[config.mk]
export PLATFORM = sky130hd
export DESIGN_NAME = mod_mixcolumns_iter
export DESIGN_NICKNAME = d
export VERILOG_FILES = /design/src/rtl/mod_mixcolumns_iter.sv
export SDC_FILE = /design/constraint.sdc
export NUM_CORES = 1
export LEC_CHECK = 0
export BUFFER_PORTS_ARGS = -buffer_cell sky130_fd_sc_hd__buf_2
export CAP_MARGIN = 20
export CORE_MARGIN = 2
export CORE_UTILIZATION = 60
export DETAILED_ROUTE_END_ITERATION = 16
export HOLD_SLACK_MARGIN = 0.1
export PLACE_DENSITY_LB_ADDON = 0.25
export RECOVER_POWER = 50
export SYNTH_ARGS = -nofsm -noshare
export SYNTH_HDL_FRONTEND = slang
export SYNTH_SLANG_ARGS = --single-unit
export TNS_END_PERCENT = 50
[constraint.sdc]
create_clock -name clk -period 5.15 [get_ports clk]
set_clock_uncertainty 0.05 [all_clocks]
set_input_delay 0.7725 -clock clk [delete_from_list [all_inputs] [get_ports clk]]
set_output_delay 0.7725 -clock clk [all_outputs]
set_load 0.005 [all_outputs]
[src/rtl/mod_mixcolumns_iter.sv]
// Iterative AES MixColumns / InvMixColumns engine with a bypass mode.
// A full state is accepted over valid/ready, COLS_PER_CYCLE columns are
// transformed per clock, and the result is held until the consumer takes it.
module mod_mixcolumns_iter #(
    parameter int unsigned NB_COLS        = 4,
    parameter int unsigned COLS_PER_CYCLE = 1
) (
    input  logic                         clk,
    input  logic                         resetn,
    input  logic                         in_valid,
    output logic                         in_ready,
    input  logic [NB_COLS*4-1:0][7:0]    in_state,
    input  logic [1:0]                   in_mode,
    output logic                         out_valid,
    input  logic                         out_ready,
    output logic [NB_COLS*4-1:0][7:0]    out_state,
    output logic                         busy
);

    localparam int unsigned NGRP  = NB_COLS / COLS_PER_CYCLE;
    localparam int unsigned CNT_W = (NGRP > 1) ? $clog2(NGRP) : 1;
    localparam int unsigned COL_W = $clog2(NB_COLS);

    // Column c occupies bits [c*32 +: 32], row r is byte r of that word.
    typedef logic [NB_COLS-1:0][3:0][7:0] state_t;

    typedef enum logic [1:0] {
        S_IDLE = 2'd0,
        S_BUSY = 2'd1,
        S_DONE = 2'd2
    } fsm_e;

    // Reject illegal configurations at elaboration time.
    if (NB_COLS < 4 || NB_COLS > 8) begin : g_bad_nb_cols
        $error("mod_mixcolumns_iter: NB_COLS must be in 4..8");
    end
    if (COLS_PER_CYCLE == 0 || (NB_COLS % COLS_PER_CYCLE) != 0) begin : g_bad_cpc
        $error("mod_mixcolumns_iter: COLS_PER_CYCLE must divide NB_COLS");
    end

    fsm_e             state_q, state_d;
    logic [CNT_W-1:0] cnt_q,   cnt_d;
    state_t           work_q,  work_d;
    state_t           out_q,   out_d;
    logic [1:0]       mode_q,  mode_d;

    // GF(2^8) doubling modulo x^8+x^4+x^3+x+1.
    function automatic logic [7:0] xt(input logic [7:0] x);
        return {x[6:0], 1'b0} ^ (x[7] ? 8'h1b : 8'h00);
    endfunction

    // One column of MixColumns (inv=0) or InvMixColumns (inv=1).
    function automatic logic [3:0][7:0] mix_col(input logic [3:0][7:0] a, input logic inv);
        logic [3:0][7:0] x2, x4, x8, m2, m3, m9, mb, md, me, b;
        for (int unsigned r = 0; r < 4; r++) begin
            x2[r] = xt(a[r]);
            x4[r] = xt(x2[r]);
            x8[r] = xt(x4[r]);
            m2[r] = x2[r];
            m3[r] = x2[r] ^ a[r];
            m9[r] = x8[r] ^ a[r];
            mb[r] = x8[r] ^ x2[r] ^ a[r];
            md[r] = x8[r] ^ x4[r] ^ a[r];
            me[r] = x8[r] ^ x4[r] ^ x2[r];
        end
        if (!inv) begin
            b[0] = m2[0] ^ m3[1] ^ a[2]  ^ a[3];
            b[1] = a[0]  ^ m2[1] ^ m3[2] ^ a[3];
            b[2] = a[0]  ^ a[1]  ^ m2[2] ^ m3[3];
            b[3] = m3[0] ^ a[1]  ^ a[2]  ^ m2[3];
        end else begin
            b[0] = me[0] ^ mb[1] ^ md[2] ^ m9[3];
            b[1] = m9[0] ^ me[1] ^ mb[2] ^ md[3];
            b[2] = md[0] ^ m9[1] ^ me[2] ^ mb[3];
            b[3] = mb[0] ^ md[1] ^ m9[2] ^ me[3];
        end
        return b;
    endfunction

    // State, counter, working and output registers.
    always_ff @(posedge clk or negedge resetn) begin
        if (!resetn) begin
            state_q <= S_IDLE;
            cnt_q   <= '0;
            work_q  <= '0;
            out_q   <= '0;
            mode_q  <= '0;
        end else begin
            state_q <= state_d;
            cnt_q   <= cnt_d;
            work_q  <= work_d;
            out_q   <= out_d;
            mode_q  <= mode_d;
        end
    end

    // Next-state logic: accept, iterate over column groups, hold result.
    always_comb begin
        logic             load;
        logic [COL_W-1:0] idx;
        state_d  = state_q;
        cnt_d    = cnt_q;
        work_d   = work_q;
        out_d    = out_q;
        mode_d   = mode_q;
        load     = 1'b0;
        idx      = '0;
        in_ready = (state_q == S_IDLE) || (state_q == S_DONE && out_ready);

        unique case (state_q)
            S_IDLE: begin
                load = in_valid;
            end
            S_BUSY: begin
                // Bypass still walks the groups so timing matches the transforms.
                for (int unsigned i = 0; i < COLS_PER_CYCLE; i++) begin
                    idx = COL_W'(32'(cnt_q) * COLS_PER_CYCLE + i);
                    if (!mode_q[1]) begin
                        work_d[idx] = mix_col(work_q[idx], mode_q[0]);
                    end
                end
                if (cnt_q == CNT_W'(NGRP - 1)) begin
                    cnt_d   = '0;
                    state_d = S_DONE;
                    out_d   = work_d;
                end else begin
                    cnt_d = cnt_q + CNT_W'(1);
                end
            end
            S_DONE: begin
                if (out_ready) begin
                    state_d = S_IDLE;
                    load    = in_valid;
                end
            end
            default: begin
                state_d = S_IDLE;
            end
        endcase

        if (load) begin
            work_d  = in_state;
            mode_d  = in_mode;
            cnt_d   = '0;
            state_d = S_BUSY;
        end
    end

    assign out_state = out_q;
    assign out_valid = (state_q == S_DONE);
    assign busy      = (state_q == S_BUSY);

endmodule

==> results.sh <==
export IMPL_status="finished, violations left"
export IMPL_violations="max-capacitance violations, max-slew violations"
export IMPL_ioPinCount=265
export IMPL_ff_latch_area_sq_um=6560
export IMPL_grt_pass1_vias=12400
export IMPL_cts_hold_fix_buffers=0
export IMPL_gp_congestion=0.935
export IMPL_multi_input_area_sq_um=8140
export IMPL_synth_cell_type_count=50
export IMPL_crit_type="reg2reg"
export IMPL_dieArea_sq_um=26600
export IMPL_numCtsBuffers=27
export IMPL_fin_tns_setup_ps=0
export IMPL_post_route_min_period_ps=4000
export IMPL_fillCellCount=1893
export IMPL_synth_ff_type="dfrtp_1"
export IMPL_fp_dieH_um=163
export IMPL_setup_viol=0
export IMPL_drtIter0Drc=1455
export IMPL_post_route_period_util=0.777
export IMPL_dp_hpwl_um=32800
export IMPL_grt_max_degree=108
export IMPL_drtPass1Iterations=6
export IMPL_routedWlPerCell_um=24.5
export IMPL_clockBufferDepth=3
export IMPL_clock_sinks=262
export IMPL_rsz0062_at_grt="false"
export IMPL_slew_headroom=-0.791
export IMPL_postCtsSetupBuffers=0
export IMPL_synth_enable_flop_cells=0
export IMPL_vias=12700
export IMPL_synth_warnings=0
export IMPL_rows=58
export IMPL_wl_met3_um=5450
export IMPL_area_delta_synth_final_pct=15.7
export IMPL_synthesis_nets=1543
export IMPL_ys_ff_latch=262
export IMPL_drv_slew=137
export IMPL_startpoint_type="flip-flop"
export IMPL_fmaxAchievable_mhz=250
export IMPL_hold_path_class="in2reg"
export IMPL_finalHoldViolCount=0
export IMPL_initial_utilization=0.608
export IMPL_critPathSlowestCell="mux4_2"
export IMPL_antenna_found_initial=1
export IMPL_cts_max_level=1
export IMPL_num_antenna_cells=0
export IMPL_cts_tree="done"
export IMPL_cp_cell_sequence="buf_12 -> mux4_2 -> xnor3_1 -> xor2_2 -> xor3_1 -> a21oi_2 -> xor2_1 -> o21ai_1"
export IMPL_crit_arrival_ps=4370
export IMPL_worstPathMaxFanout=28
export IMPL_clock_root_buffer="clkbuf_16"
export IMPL_nets=1744
export IMPL_syn_area_per_cell_sq_um=10.8
export IMPL_insertion_delay_ps=550
export IMPL_netlist_instances=1405
export IMPL_maxCapViolations=2
export IMPL_drt_wl_total_um=48000
export IMPL_post_cts_resized=0
export IMPL_synth_yosys_seq_area_share=0.431
export IMPL_grt_remaining_overflow=0
export IMPL_drive_gt1_frac=0.249
export IMPL_wl_met2_um=22300
export IMPL_fp_dieW_um=163
export IMPL_top_layer_used="met5"
export IMPL_max_stage_delay_ps=740
export IMPL_io_buffers=264
export IMPL_core_sq_um=25000
export IMPL_grt_pass1_wl_um=72600
export IMPL_grt_usage=0.359
export IMPL_syn_area_sq_um=15200
export IMPL_m1WireLength_um=18600
export IMPL_critPathCaptureType="flip-flop"
export IMPL_worst_pin_slew_ps=2690
export IMPL_required_ps=5520
export IMPL_ant_nets=0
export IMPL_viasPerCell=6.48
export IMPL_r2r_slack_ps=1150
export IMPL_ys_async_sr_fraction=1.00
export IMPL_drc=0
export IMPL_clk_pin_slew_worst_paths_ps=70
==> through the flow <==
| stage | util | std cells | hold WS (ps) | instance area [sq um] | worst slack [ps] |
|---|---|---|---|---|---|
| floorplan | - | 1405 | 423 | 15200 | 1940 |
| global placement | 0.666 | 1903 | 406 | 16700 | 1200 |
| detailed placement | 0.666 | 1903 | 410 | 16700 | 1180 |
| CTS | 0.701 | 1953 | 272 | 17500 | 1140 |
| global route | 0.703 | 1957 | 411 | 17600 | 518 |
| finish | 0.703 | 1957 | 402 | 17600 | 1150 |
==> cells in the mapped netlist, types with 9 or more instances <==
library cell,n,share of area
o21ai_0,180,0.059
a21o_1,45,0.022
buf_2,12,0.0039
o21ai_1,74,0.024
nand2_1,86,0.021
mux4_2,29,0.043
xor3_1,9,0.014
xnor2_2,20,0.021
dfrtp_1,262,0.43
mux2i_1,35,0.023
xnor3_1,25,0.037
clkbuf_1,85,0.021
and3_1,22,0.0090
xnor2_1,112,0.064
xor2_1,41,0.024
a22oi_1,125,0.062
nor2_1,74,0.018
a211oi_1,27,0.013
a21oi_1,53,0.017
==> per-layer routing <==
layer	up-vias	track usage
li1	5442	-
met1	6225	0.494
met2	910	0.564
met3	103	0.0719
met4	2	0.146
met5	-	0
==> state kept, by name (all words and copies together), names as in the netlist <==
signal and cells:
cnt_q 2, mode_q 2, work_q 128, state_q 2
out_state 128
==> critical path: cells and delay by family, from the launching register on <==
family / cells / cell delay (ps)
buffers and inverters: 1 / 310
xor gates and xnor gates: 4 / 1730
AOI/OAI and AO/OA: 2 / 420
muxes: 1 / 740
DFF: 1 / 600
==> cells by family after synthesis <==
group,after synthesis,share of synthesized area
AOI/OAI and AO/OA,520,0.208
muxes,69,0.0728
and+or+nand+nor,198,0.0554
buffers and inverters,125,0.0392
DFF,262,0.431
xor gates and xnor gates,227,0.190
adders and majority gates,4,0.00329
==> layout make-up <==
type,count,area share
inverters,5,0.00107
repair buffers,292,0.0904
well taps,330,0.0235
multi-input cells,1018,0.463
clock inverters,11,0.00633
flip-flops and latches,262,0.373
clock buffers,39,0.0432
==> cell usage in the layout (no fill, tap or decap), types with 5 or more instances in the layout <==
master	instances
buf_2	238
clkbuf_16	27
mux2i_1	35
xnor2_2	20
nor2_1	74
a21o_1	45
xor2_1	41
o21ai_0	180
xor3_1	9
dfrtp_1	261
a211oi_1	27
xnor3_1	25
clkinv_2	7
a21oi_2	8
clkbuf_1	31
buf_4	21
nand2b_1	5
o21ai_1	74
xnor2_4	8
xnor2_1	112
a21oi_1	49
a22oi_1	125
nand2_1	85
and3_1	22
mux4_2	29
xor2_2	8
==> final timing paths <==
check,startpoint,endpoint,depth (start not counted)
setup / recovery,cnt_q[0],work_q[123],8
hold / removal,in_state[85],work_q[85],3
setup reg to reg,cnt_q[0],work_q[123],8
hold reg to reg,out_state[119],out_state[119],2
max in group asynchronous,resetn,out_state[100],2
min in group asynchronous,resetn,out_state[123],1
Power is not shown: default switching activity piles up to over one toggle a cycle in this logic, so the estimate is an artifact.
